[src/rtl/fifo.sv]
// fifo: 16x32 single-clock show-ahead FIFO staging data between DMA read and write sides
module fifo #(
  parameter int DATA_WIDTH = 32,
  parameter int ADDR_WIDTH = 4
) (
  input  logic                  clk,
  input  logic                  rst_n,
  input  logic                  wen,
  input  logic                  ren,
  input  logic [DATA_WIDTH-1:0] data_in,
  output logic [DATA_WIDTH-1:0] data_out,
  output logic                  fifo_full,
  output logic                  fifo_empty
);
  logic [DATA_WIDTH-1:0] mem [2**ADDR_WIDTH];
  logic [ADDR_WIDTH:0]   wr_ptr, rd_ptr;
  logic                  do_wr, do_rd;
  assign fifo_empty = wr_ptr == rd_ptr;
  assign fifo_full  = (wr_ptr[ADDR_WIDTH-1:0] == rd_ptr[ADDR_WIDTH-1:0]) && (wr_ptr[ADDR_WIDTH] != rd_ptr[ADDR_WIDTH]);
  assign do_wr      = wen && !fifo_full;
  assign do_rd      = ren && !fifo_empty;
  assign data_out   = mem[rd_ptr[ADDR_WIDTH-1:0]];
  // pointer advance and storage; rst_n is active-high and clears everything immediately
  always_ff @(posedge clk or posedge rst_n)
    if (rst_n) begin
      wr_ptr <= '0;
      rd_ptr <= '0;
      for (int i = 0; i < 2**ADDR_WIDTH; i++) mem[i] <= '0;
    end else begin
      if (do_wr) begin
        mem[wr_ptr[ADDR_WIDTH-1:0]] <= data_in;
        wr_ptr <= wr_ptr + 1'b1;
      end
      if (do_rd) rd_ptr <= rd_ptr + 1'b1;
    end
endmodule

[config.mk]
export PLATFORM = sky130hd
export DESIGN_NAME = fifo
export DESIGN_NICKNAME = d
export VERILOG_FILES = /design/src/rtl/fifo.sv
export SDC_FILE = /design/constraint.sdc
export NUM_CORES = 1
export LEC_CHECK = 0
export CAP_MARGIN = 20
export CORE_MARGIN = 10
export CORE_UTILIZATION = 30
export CTS_CLUSTER_DIAMETER = 40
export CTS_CLUSTER_SIZE = 10
export DETAILED_ROUTE_END_ITERATION = 10
export PLACE_DENSITY = 0.57
export SYNTH_ARGS = -nofsm -noshare
export SYNTH_HDL_FRONTEND = slang
export SYNTH_SLANG_ARGS = --single-unit
[constraint.sdc]
create_clock -name clk -period 15.2 [get_ports clk]
set_clock_uncertainty 0.1 [all_clocks]
set_input_delay 1.52 -clock clk [delete_from_list [all_inputs] [get_ports clk]]
set_output_delay 1.52 -clock clk [all_outputs]
set_load 0.005 [all_outputs]
* After elaboration in Yosys (flattened, before gate mapping)
Index checks and enable logic that the tools add are counted.
** Word-level totals
- Logic and storage cells :: 40
- Output and inout port bits :: 34
- Register bits :: 522
** Operators by class
- Bitwise logic cells :: 2
- Reduce and logical (&&, ||, !) cells :: 6
- Equal/unequal tests :: 3
- Mux-type cells :: 6
- Add/sub/neg operators :: 2
- Magnitude comparators :: 3
** Operators with widths (number)
- bitwise mux 512 bit :: 1
- binary-select mux 32 bit (select 4 bit) :: 1
- demux 32 bit (select 4 bit) :: 1
- 2-to-1 mux 32 bit :: 3
- adder 5 x 1 -> 5 bit, second input constant :: 2
- greater-or-equal comparator 5 bit, second input constant :: 2
- NOT 4 -> 5 bit :: 2
- equality test 5 bit :: 1
- < comparator 5 x 1 -> 1 bit, second input constant :: 1
- equality test 4 bit :: 1
- logical AND 1 bit :: 4
- logical NOT 1 bit :: 2
- != test 1 bit :: 1

* Logic depth before layout (Yosys ltp)
- Word-level depth :: 6
- Depth in mapped cells :: 8
- Depth with buffers taken out :: 6

* Worst setup path before layout
OpenSTA, ideal clock, no wires.
- Path type :: register to output
- Start :: register rd_ptr[0]
- End :: output port data_out[11]
- Data arrival time :: 1769 ps
- Setup slack :: 11811 ps
- Cell stages (with the launch flop) :: 6
- Data required time :: 13580 ps
- Cell sequence :: dfrtp_1 buf_2 buf_1 mux4_2 o21ai_0 nand2_1
** On the way
- Word-level cells in the longest chain between the ends :: 4
** RTL lines
- start, declared :: line 16 : logic [ADDR_WIDTH:0] wr_ptr, rd_ptr;
- start signal, assigned :: line 34 : if (do_rd) rd_ptr <= rd_ptr + 1'b1;
- NOT 4 -> 5 bit (not written as such) :: line 22 : assign data_out = mem[rd_ptr[ADDR_WIDTH-1:0]];
- binary-select mux 32 bit (select 4 bit) :: line 22
- 2-to-1 mux 32 bit (not written as such) (2 in a row) :: line 22
- end, declared :: line 11 : output logic [DATA_WIDTH-1:0] data_out,
Every way passes these cells. The select of a mux whose other input is x is not followed.

* Worst setup path after layout
- Start :: register rd_ptr[0]
- End :: output port data_out[29]
The elaborated chain is that of the path after synthesis.

==> impl_results.md <==
* Outcome: finished, final reports clean
* Pwr Total at ~6.7 mW
* Starting density of the core at a little under a third
* Worst-margin pin slew at between 1000 and 1500 ps
* Synth Area per Inst at between 10 and 15 µm²
* Clk slew on worst S/H paths at ~50 ps
* GRT Total Usage at 13.91%
* Post-CTS Resized at 0
* Full die area at a little over 90000 µm²
* Final Cycle Share at a little under two fifths
* Synth Area in Adders at 0.2605%
* Area delta synth->final at 17.64%
* Detail Placement HPWL at around 35 mm
* Xor/xnor cell area share of the yosys netlist at less than 1%
* WP data required at around 14000 ps
* Post-route ant nets at 0
* Most numerous cell in the Yosys netlist: dfrtp_1
* Yosys warns at 0
* Crit path max fanout at 56
* Post-synthesis mux area share at 35.43%
* Final Critical Period at between 5000 and 6000 ps
* Clk buf depth at 3
* Lkg Pwr at about 12 nW
* Most area-hungry cell type in the Yosys netlist: dfrtp_1
* First-pass GRT wire length at roughly 97 mm
* Final Hold Viols at 0
* Filler instances at roughly 7.6k
* Num CTS Buffers at a little under 80
* Pwr Density at roughly 240 nW/µm²
* Synth area leaders: dfrtp_1 54%, mux2_2 20%, mux4_2 6.0%
* Clk root buf: clkbuf_16
* DR pass1 iterations at 4
* Placer congestion estimate at slightly above 0.7
* Async set or reset register ratio after synthesis at 100.0%
* Total grt overflow at 0
* Final wirelength at between 60 and 70 mm
* H-tree levels at 3
* Die Wd at slightly above 300 µm
* Max-cap violations at 0
* Post-synth top area share at 54.39%
* TritonCTS Sinks at about 520
* Mapped Nets at ~1.7k
* Top_reg_cell synth: dfrtp_1
* Avg WL per Cell at between 20 and 25 µm
* Post-synth EDFFs at 0
* Simple-gate area share of the yosys netlist at under 10%
* # rows at 103
* Via count at about 14k
* Largest net degree at the start of global routing at 87
* Ports at 70
* Post-synth cell types at 34
* Hold_buf cts at 0
* 1st-iter DRT viols at about 820
* Slew Viols, Final at 0
* Clock Latency Late Sink at 610 ps
* Syn Inst Count at ~1.6k
* Critical path class: register to output pin
* Vias per std cell at ~5.1
* Register area at roughly 13000 µm²
* Synth Area in Compound Gates at between 4 and 5%
* Setup bufs post-CTS at 0
* CORE AREA at between 70000 and 80000 µm²
* Area of the multi-input gates at between 10000 and 15000 µm²
* Worst vdd ir at between 100 and 150 µV
* Yosys reg bits at 522
* Largest family of logic cells by synthesized area: multiplexers
* Hold Path Class: register to register
* TNS Setup at 0 ps
* Slew headroom at about 29%
* DRC at 0
* Number of port buffers at between 60 and 70
* Mapped cell area at around 24000 µm²
* Die height at between 300 and 400 µm
* Most common library cells after synthesis: 522 x dfrtp_1, 420 x mux2_2, 128 x mux2i_1, 94 x mux2_1, 70 x clkbuf_1
* CP endpoint kind: output pin
* Placed inst area at ~26000 µm²
* Sequential element share of the synthesized area at 54.39%
* Share of post-route cells with drive strength above 1 at about two fifths
* Number of global-route vias before repair at roughly 15k
* CTS tree: built
* RSZ-0062 raised after global routing: false
* Max Clk Rate at 0.1745 GHz
* Final Net Count at around 1.7k
* Design Area, Final at between 20000 and 30000 µm²
* Initial antenna violation count at 9
* Crit path DAT at just over 4000 ps
* Final setup fails at 0
* Crit start category: register
==> state kept, by name, summed over array words and instances (netlist names) <==
register  count
wr_ptr        5
rd_ptr        5
mem         512
==> layer usage <==
metal / share of wire [%] / vias up / GRT usage (%)
li1: - / 6073 / -
met4: 1.9 / 14 / 4.047
met3: 4.7 / 100 / 2.915
met5: 0.16 / - / 0
met1: 44 / 7622 / 17.99
met2: 49 / 236 / 23.25
==> final cells by class <==
| cell class | instances | area share [%] |
|---|---|---|
| antenna | 1 | 0.008857 |
| clock buffer | 101 | 7.683 |
| clock inverter | 39 | 1.483 |
| inverter | 3 | 0.05314 |
| multi-input combinational | 942 | 36.22 |
| sequential | 522 | 46.28 |
| tap | 1050 | 4.650 |
| timing repair buffer | 106 | 3.614 |
==> cells in the final DEF, fill, tap and decap left out, drive strengths merged, types with 6 or more instances in the layout <==
cell           netlist  routed
xnor2                9       9
nand2               38      38
o21ai               38      38
clkinv               0      21
a221oi              32      32
mux4                64      64
clkbuf              70     101
nor2                 6       6
clkdlybuf4s50        0      69
nand3               12      12
a22oi               32      32
a21oi               14      14
clkinvlp             0       8
buf                 74      37
mux2i              128     128
o211ai              33      33
inv                  3       8
dfrtp              522     522
mux2               514     514
==> worst max-delay path, stage by stage, from the launching register on <==
cell and delay (ps):
dfrtp_4 960, buf_4 940, mux4_2 590, o21ai_0 270, nand2_1 190, clkdlybuf4s50_1 490
==> report_power, final <==
part           switching, mW  internal, mW
logic                   1.11          1.34
registers              0.426          2.07
clock network          0.661          1.10
total                   2.20          4.51
==> metrics by stage <==
step | utilization, % | cells | setup WS, ps | hold slack, ps
floorplan | - | 1611 | 6488 | 352.4
global placement | 32.34 | 2620 | 9363 | 362.0
detailed placement | 32.34 | 2620 | 9229 | 371.5
CTS | 35.61 | 2760 | 9432 | 381.9
global route | 35.70 | 2763 | 9269 | 384.5
finish | 35.71 | 2764 | 9471 | 380.4
==> logic make-up (layout without fill, tap and decap cells) <==
family                     Yosys count  count (layout)
xor gates and xnor gates            14              14
other                                0               1
DFF                                522             522
buffers and inverters              147             249
AOI/OAI and AO/OA                  151             151
adders and majority gates            5               5
muxes                              706             706
and+or+nand+nor                     66              66
==> worst paths after layout <==
path                            depth (start not counted)  slack (ps)                   end                   from
worst max-delay path                                    5        9470          data_out[29]  rd_ptr[0]$_DFFE_PP0P_
worst min-delay path                                    1         380  mem[222]$_DFFE_PP0P_   mem[222]$_DFFE_PP0P_
worst max register to register                          6       11560  mem[508]$_DFFE_PP0P_  rd_ptr[3]$_DFFE_PP0P_
worst min register to register                          1         380  mem[222]$_DFFE_PP0P_   mem[222]$_DFFE_PP0P_
max in group asynchronous                               7       10330  mem[494]$_DFFE_PP0P_                  rst_n
min in group asynchronous                               3        1490  mem[251]$_DFFE_PP0P_                  rst_n
Note: power is estimated with default switching activity, not from simulation.
